### src/rtl/wb_pkg.sv
// Writeback stage shared definitions: register/data widths, the discard register, source select.
// Latency: n/a (types and constants only).
// Backpressure: n/a.
// Port summary: none; imported by wb_tag_fifo and wb_stage.
package wb_pkg;

  // R31 is the discard register: results aimed at it are consumed but never written.
  localparam logic [4:0] REG_ZERO = 5'd31;
  localparam int         REG_AW   = 5;
  localparam int         DATA_W   = 32;

  // Which source owns the register-file write port in a given cycle.
  typedef enum logic [1:0] {
    WB_NONE,
    WB_ALU,
    WB_LD
  } wbSrc_t;

endpackage

### src/rtl/wb_tag_fifo.sv
// Load destination-tag FIFO with parallel compare of two read addresses against all pending tags.
// Latency: push/pop take effect at the next rising edge; headTag and matches are combinational.
// Backpressure: full is exported; a push while full is dropped unless a pop happens in the same cycle.
// Ports: clk/reset (sync, active high); push/pushTag; pop/headTag; full/empty;
//        matchAddr1/matchAddr2 -> match1/match2 (hit on any live entry).
module wb_tag_fifo
  import wb_pkg::*;
#(
  parameter int DEPTH = 4
) (
  input  logic              clk,
  input  logic              reset,
  input  logic              push,
  input  logic [REG_AW-1:0] pushTag,
  input  logic              pop,
  output logic [REG_AW-1:0] headTag,
  output logic              full,
  output logic              empty,
  input  logic [REG_AW-1:0] matchAddr1,
  input  logic [REG_AW-1:0] matchAddr2,
  output logic              match1,
  output logic              match2
);

  localparam int               PTR_W     = $clog2(DEPTH);
  localparam logic [PTR_W:0]   CNT_ONE   = 1;
  localparam logic [PTR_W:0]   CNT_FULL  = DEPTH;
  localparam logic [PTR_W-1:0] PTR_ONE   = 1;

  logic [REG_AW-1:0] tagMem [DEPTH];
  logic [PTR_W-1:0]  rdPtr;
  logic [PTR_W-1:0]  wrPtr;
  logic [PTR_W:0]    count;
  logic              doPush;
  logic              doPop;

  assign full    = (count == CNT_FULL);
  assign empty   = (count == '0);
  assign headTag = tagMem[rdPtr];
  assign doPop   = pop && !empty;
  // A pop frees the head slot in the same cycle, so push+pop is legal even when full.
  assign doPush  = push && (!full || doPop);

  always_ff @(posedge clk) begin
    if (reset) begin
      rdPtr <= '0;
      wrPtr <= '0;
      count <= '0;
    end else begin
      if (doPush) wrPtr <= wrPtr + PTR_ONE;
      if (doPop)  rdPtr <= rdPtr + PTR_ONE;
      case ({doPush, doPop})
        2'b10:   count <= count + CNT_ONE;
        2'b01:   count <= count - CNT_ONE;
        default: count <= count;
      endcase
    end
  end

  // Tag storage needs no reset: liveness comes from the pointers and count only.
  always_ff @(posedge clk) begin
    if (!reset && doPush) tagMem[wrPtr] <= pushTag;
  end

  // An entry is live when its distance from the read pointer (mod DEPTH) is below count.
  always_comb begin
    match1 = 1'b0;
    match2 = 1'b0;
    for (int i = 0; i < DEPTH; i++) begin
      logic [PTR_W-1:0] offset;
      logic             live;
      offset = PTR_W'(i) - rdPtr;
      live   = ({1'b0, offset} < count);
      if (live && (tagMem[i] == matchAddr1)) match1 = 1'b1;
      if (live && (tagMem[i] == matchAddr2)) match2 = 1'b1;
    end
  end

endmodule

### src/rtl/wb_stage.sv
// Writeback stage: arbitrates ALU vs in-order load returns onto one register-file write port.
// Latency: one cycle from accepted result to WriteEnable/WriteAddr/WriteData.
// Backpressure: alu_ready drops whenever a load returns; ld_issue_ready drops when the tag FIFO is full.
// Ports: clk/reset; alu_valid/alu_ready/alu_rc/alu_data; ld_issue/ld_issue_rc/ld_issue_ready;
//        ld_valid/ld_data; rd_addr1/rd_addr2 -> hazard; ld_err (sticky); WriteEnable/WriteAddr/WriteData.
// Build option WB_BYPASS_EN: adds fwd_hit1/fwd_hit2/fwd_data so the writeback value can be forwarded
// instead of stalling operand fetch on it.
module wb_stage
  import wb_pkg::*;
#(
  parameter int LD_DEPTH = 4
) (
  input  logic              clk,
  input  logic              reset,
  input  logic              alu_valid,
  output logic              alu_ready,
  input  logic [REG_AW-1:0] alu_rc,
  input  logic [DATA_W-1:0] alu_data,
  input  logic              ld_issue,
  input  logic [REG_AW-1:0] ld_issue_rc,
  output logic              ld_issue_ready,
  input  logic              ld_valid,
  input  logic [DATA_W-1:0] ld_data,
  input  logic [REG_AW-1:0] rd_addr1,
  input  logic [REG_AW-1:0] rd_addr2,
  output logic              hazard,
  output logic              ld_err,
  output logic              WriteEnable,
  output logic [REG_AW-1:0] WriteAddr,
  output logic [DATA_W-1:0] WriteData
`ifdef WB_BYPASS_EN
  ,
  output logic              fwd_hit1,
  output logic              fwd_hit2,
  output logic [DATA_W-1:0] fwd_data
`endif
);

  logic              tagFull;
  logic              tagEmpty;
  logic [REG_AW-1:0] headTag;
  logic              tagMatch1;
  logic              tagMatch2;
  logic              ldPop;
  wbSrc_t            wbSel;
  logic [REG_AW-1:0] selAddr;
  logic [DATA_W-1:0] selData;
  logic              wrHit;
  logic              tagHaz;
  logic              wbHit1;
  logic              wbHit2;

  // A load return with nothing pending is an error: it must not pop or write.
  assign ldPop          = ld_valid && !tagEmpty;
  assign alu_ready      = !ld_valid;
  assign ld_issue_ready = !tagFull;

  wb_tag_fifo #(
    .DEPTH(LD_DEPTH)
  ) u_tagFifo (
    .clk       (clk),
    .reset     (reset),
    .push      (ld_issue),
    .pushTag   (ld_issue_rc),
    .pop       (ldPop),
    .headTag   (headTag),
    .full      (tagFull),
    .empty     (tagEmpty),
    .matchAddr1(rd_addr1),
    .matchAddr2(rd_addr2),
    .match1    (tagMatch1),
    .match2    (tagMatch2)
  );

  always_comb begin
    wbSel   = WB_NONE;
    selAddr = alu_rc;
    selData = alu_data;
    if (ldPop) begin
      wbSel   = WB_LD;
      selAddr = headTag;
      selData = ld_data;
    end else if (alu_valid && alu_ready) begin
      wbSel = WB_ALU;
    end
    // R31 results are consumed but never reach the register file.
    wrHit = (wbSel != WB_NONE) && (selAddr != REG_ZERO);
  end

  // Address/data only move on a real write so the last written value stays visible.
  always_ff @(posedge clk) begin
    if (reset) begin
      WriteEnable <= 1'b0;
      WriteAddr   <= '0;
      WriteData   <= '0;
      ld_err      <= 1'b0;
    end else begin
      WriteEnable <= wrHit;
      if (wrHit) begin
        WriteAddr <= selAddr;
        WriteData <= selData;
      end
      if (ld_valid && tagEmpty) ld_err <= 1'b1;
    end
  end

  assign tagHaz = ((rd_addr1 != REG_ZERO) && tagMatch1) ||
                  ((rd_addr2 != REG_ZERO) && tagMatch2);
  assign wbHit1 = WriteEnable && (WriteAddr == rd_addr1);
  assign wbHit2 = WriteEnable && (WriteAddr == rd_addr2);

`ifdef WB_BYPASS_EN
  assign hazard   = tagHaz;
  assign fwd_hit1 = wbHit1;
  assign fwd_hit2 = wbHit2;
  assign fwd_data = WriteData;
`else
  // Without forwarding, the value being written this cycle is not yet readable.
  assign hazard = tagHaz || wbHit1 || wbHit2;
`endif

endmodule

### config.mk
export PLATFORM = sky130hd
export DESIGN_NAME = wb_stage
export DESIGN_NICKNAME = d
export VERILOG_FILES = /design/src/rtl/wb_pkg.sv /design/src/rtl/wb_tag_fifo.sv /design/src/rtl/wb_stage.sv
export SDC_FILE = /design/constraint.sdc
export NUM_CORES = 1
export LEC_CHECK = 0
export ABC_AREA = 1
export CORE_ASPECT_RATIO = 1.1
export CORE_UTILIZATION = 45
export CTS_CLUSTER_DIAMETER = 60
export DETAILED_ROUTE_END_ITERATION = 8
export DONT_BUFFER_PORTS = 1
export PLACE_DENSITY_LB_ADDON = 0.12
export REMOVE_ABC_BUFFERS = 1
export SLEW_MARGIN = 20
export SYNTH_ARGS = -nofsm -noshare
export SYNTH_HDL_FRONTEND = slang
export SYNTH_SLANG_ARGS = --single-unit
### constraint.sdc
create_clock -name clk -period 3 [get_ports clk]
set_input_delay 0.3 -clock clk [delete_from_list [all_inputs] [get_ports clk]]
set_output_delay 0.3 -clock clk [all_outputs]
set_load 0.01 [all_outputs]
==> impl_metrics.env <==
export IMPL_worst_pin_slew_ns=0.501
export IMPL_ctsResizeCount=0
export IMPL_syn_inst=603
export IMPL_drc=0
export IMPL_grt_use_total_pct=21.5
export IMPL_grt_pass1_vias=3327
export IMPL_skew_ns=0.00853
export IMPL_hold_path_class="in -> reg"
export IMPL_synth_main_ff_cell="dfxtp_1"
export IMPL_clock_tree_htree_level_count=3
export IMPL_yosysSeqAreaShare_pct=36.9
export IMPL_die_w_um=94.5
export IMPL_dr_pass1_iters=4
export IMPL_row_count=36
export IMPL_stdcell_area_um2=4440
export IMPL_die_area_um2=9800
export IMPL_avgSynthCellArea_um2=7.02
export IMPL_core_um2=9010
export IMPL_synthTopCellsByArea="dfxtp_1 (23%), nand2_1 (17%), edfxtp_1 (14%)"
export IMPL_relSlewSlack_pct=66.5
export IMPL_grt_util_met1_pct=23.8
export IMPL_ys_ff_latch=68
export IMPL_status="finished clean"
export IMPL_nNetsFinal=681
export IMPL_clk_pin_slew_ns=0.07
export IMPL_cts_made_buffers=9
export IMPL_cts_root_buf="clkbuf_8"
export IMPL_utilization_pct=49.3
export IMPL_synth_xor_xnor_area_share_pct=8.48
export IMPL_cp_slowest_cell="dfxtp_1"
export IMPL_area_growth_pct=4.79
export IMPL_crit_arrival_ns=2.21
export IMPL_boundaryPins=131
export IMPL_synth_edf_count=20
export IMPL_synth_top_family_by_area="simple AND/OR/NAND/NOR gates"
export IMPL_cp_required_ns=2.70
export IMPL_postCtsHoldBufs=0
export IMPL_antenna_cells=0
export IMPL_grt_antenna_before_repair=0
export IMPL_final_cell_mix="nand2_1 (189), nor2_1 (70), dfxtp_1 (48), a21oi_1 (48), inv_1 (45)"
export IMPL_critPathMaxFanout=5
export IMPL_rsz0062_at_grt="false"
export IMPL_die_height_um=104
export IMPL_grt_busiest_layer="met2"
export IMPL_hold_viol=0
export IMPL_p_per_area_nw_per_um2=812
export IMPL_dp_cells=685
export IMPL_start_util_pct=47.0
export IMPL_hpwlAfterDp_mm=7.71
export IMPL_layoutNonFillerInstCount=701
export IMPL_synth_compound_area_share_pct=8.66
export IMPL_synth_area_um2=4240
export IMPL_port_buffer_count=0
export IMPL_cp_slowest_stage_delay_ns=0.45
export IMPL_startpoint_type="register"
export IMPL_routabilityCongestion=0.944
export IMPL_wirelength_mm=10.3
export IMPL_gr_total_overflow=0
export IMPL_num_vias=3590
export IMPL_avgViaCountPerCell=5.12
export IMPL_finalCriticalPeriod_ns=2.51
export IMPL_postPlaceCellArea_um2=4250
export IMPL_synth_fa_ha_area_share_pct=3.13
export IMPL_cts_setup_buffers=0
export IMPL_hold_ws_ns=0.0298
export IMPL_fmax_ghz=0.398
export IMPL_synth_top_area_cell="dfxtp_1"
export IMPL_setup_violations=0
export IMPL_final_antenna_net_count=0
export IMPL_wire_per_inst_um=14.7
export IMPL_grt_use_met2_pct=37.2
export IMPL_drive_above_1_share_pct=5.45
export IMPL_synth_cell_types=31
export IMPL_cts_sinks=68
export IMPL_grt_max_degree=68
export IMPL_mostFrequentLayoutCell="nand2_1"
export IMPL_p_leak_nw=2.05
export IMPL_yosys_area_top_type_share_pct=22.7
export IMPL_dp_slack_ns=0.809
export IMPL_end_kind="output pin"
export IMPL_drv_cap=0
export IMPL_finalMaxSlewViolations=0
export IMPL_ir_drop_v=0.000368
export IMPL_yosysWarnings=0
export IMPL_clock_latency_ns=0.34
export IMPL_grt_pass1_wl_mm=16.2
export IMPL_muxShareOfSynthArea_pct=0
export IMPL_synthSimpleGateAreaFrac_pct=33.9
export IMPL_setup_worst_path_class="reg -> out"
export IMPL_ys_async_sr_fraction_pct=0
export IMPL_gr_usage_met3_pct=7.05
export IMPL_crit_path_cell_trace="inv_1 -> ha_1 -> inv_1 -> a21oi_1 -> o21ai_0 -> nand4_1 -> nand2_1 -> o21ai_0 -> nand3_1"
export IMPL_drtIter0Drc=133
export IMPL_layout_setup_ws_ns=0.488
export IMPL_clock_path_buffers=2
export IMPL_period_share_pct=83.7
export IMPL_fill_cells=940
export IMPL_cts_tree="done"
[final cells by class]
| class | instances | area, µm² | share of cell area, % |
|---|---|---|---|
| clock buffer | 11 | 131 | 2.96 |
| clock inverter | 5 | 52.6 | 1.18 |
| inverter | 48 | 180 | 4.06 |
| multi-input combinational | 449 | 2300 | 51.8 |
| sequential | 68 | 1560 | 35.2 |
| tap | 114 | 143 | 3.21 |
| timing repair buffer | 6 | 70.1 | 1.58 |
[worst max-delay path: cells and delay by family (launching register included)]
family | cells | cell delay, ns
AOI/OAI and AO/OA | 3 | 0.47
adders and majority gates | 1 | 0.34
buffers and inverters | 2 | 0.23
DFF | 1 | 0.45
and+or+nand+nor | 3 | 0.38
[final timing paths]
check / from / end / slack, ns / cells after the start
max: u_tagFifo.count[1] / hazard / 0.49 / 9
min: reset / WriteEnable / 0.03 / 1
max reg2reg: u_tagFifo.count[0] / u_tagFifo.count[2] / 0.75 / 10
min reg2reg: u_tagFifo.wrPtr[1] / u_tagFifo.wrPtr[1] / 0.54 / 2
[power by group]
group	total, mW	leakage (nW)	switching, mW	internal (mW)
combinational	1.43	1.38	0.871	0.562
sequential	1.46	0.580	0.295	1.16
clock	0.714	0.0931	0.334	0.380
[through the flow]
step                      TNS [ns]  power, mW
after floorplan              -4.35       2.52
after global placement           0       2.87
after detailed placement         0       2.91
after CTS                        0       3.64
after global routing             0       3.91
final                            0       3.60
[cells by family after synthesis]
family                   Yosys count
AO/OA/AOI/OAI                     69
XOR/XNOR                          41
adder cells (fa/ha/maj)           10
buffers and inverters             86
flip-flops                        68
AND/OR/NAND/NOR                  329
[flip-flops by register name, indices dropped and copies added (netlist names), named ones only]
signal / flops
WriteAddr: 5
WriteData: 32
WriteEnable: 1
ld_err: 1
u_tagFifo.count: 3
u_tagFifo.rdPtr: 2
u_tagFifo.tagMem: 20
u_tagFifo.wrPtr: 2
[cell usage after synthesis, types with 2 or more instances]
library cell	n
nand2_1	190
nor2_1	70
a21oi_1	48
dfxtp_1	48
inv_1	45
nand3b_1	32
xor2_1	28
clkbuf_1	22
edfxtp_1	20
nand3_1	18
o21ai_0	14
xnor2_1	13
ha_1	9
nand4_1	9
buf_4	5
buf_6	5
buf_1	4
nor3_1	4
inv_2	3
nand2_2	3
buf_2	2
o21ai_1	2
[metal layers]
layer / vias up / routed length, µm
met5: - / 0
met4: 0 / 208
met3: 16 / 860
met2: 134 / 4980
met1: 1577 / 4240
li1: 1863 / -
Note: power is estimated with default switching activity, not from simulation.
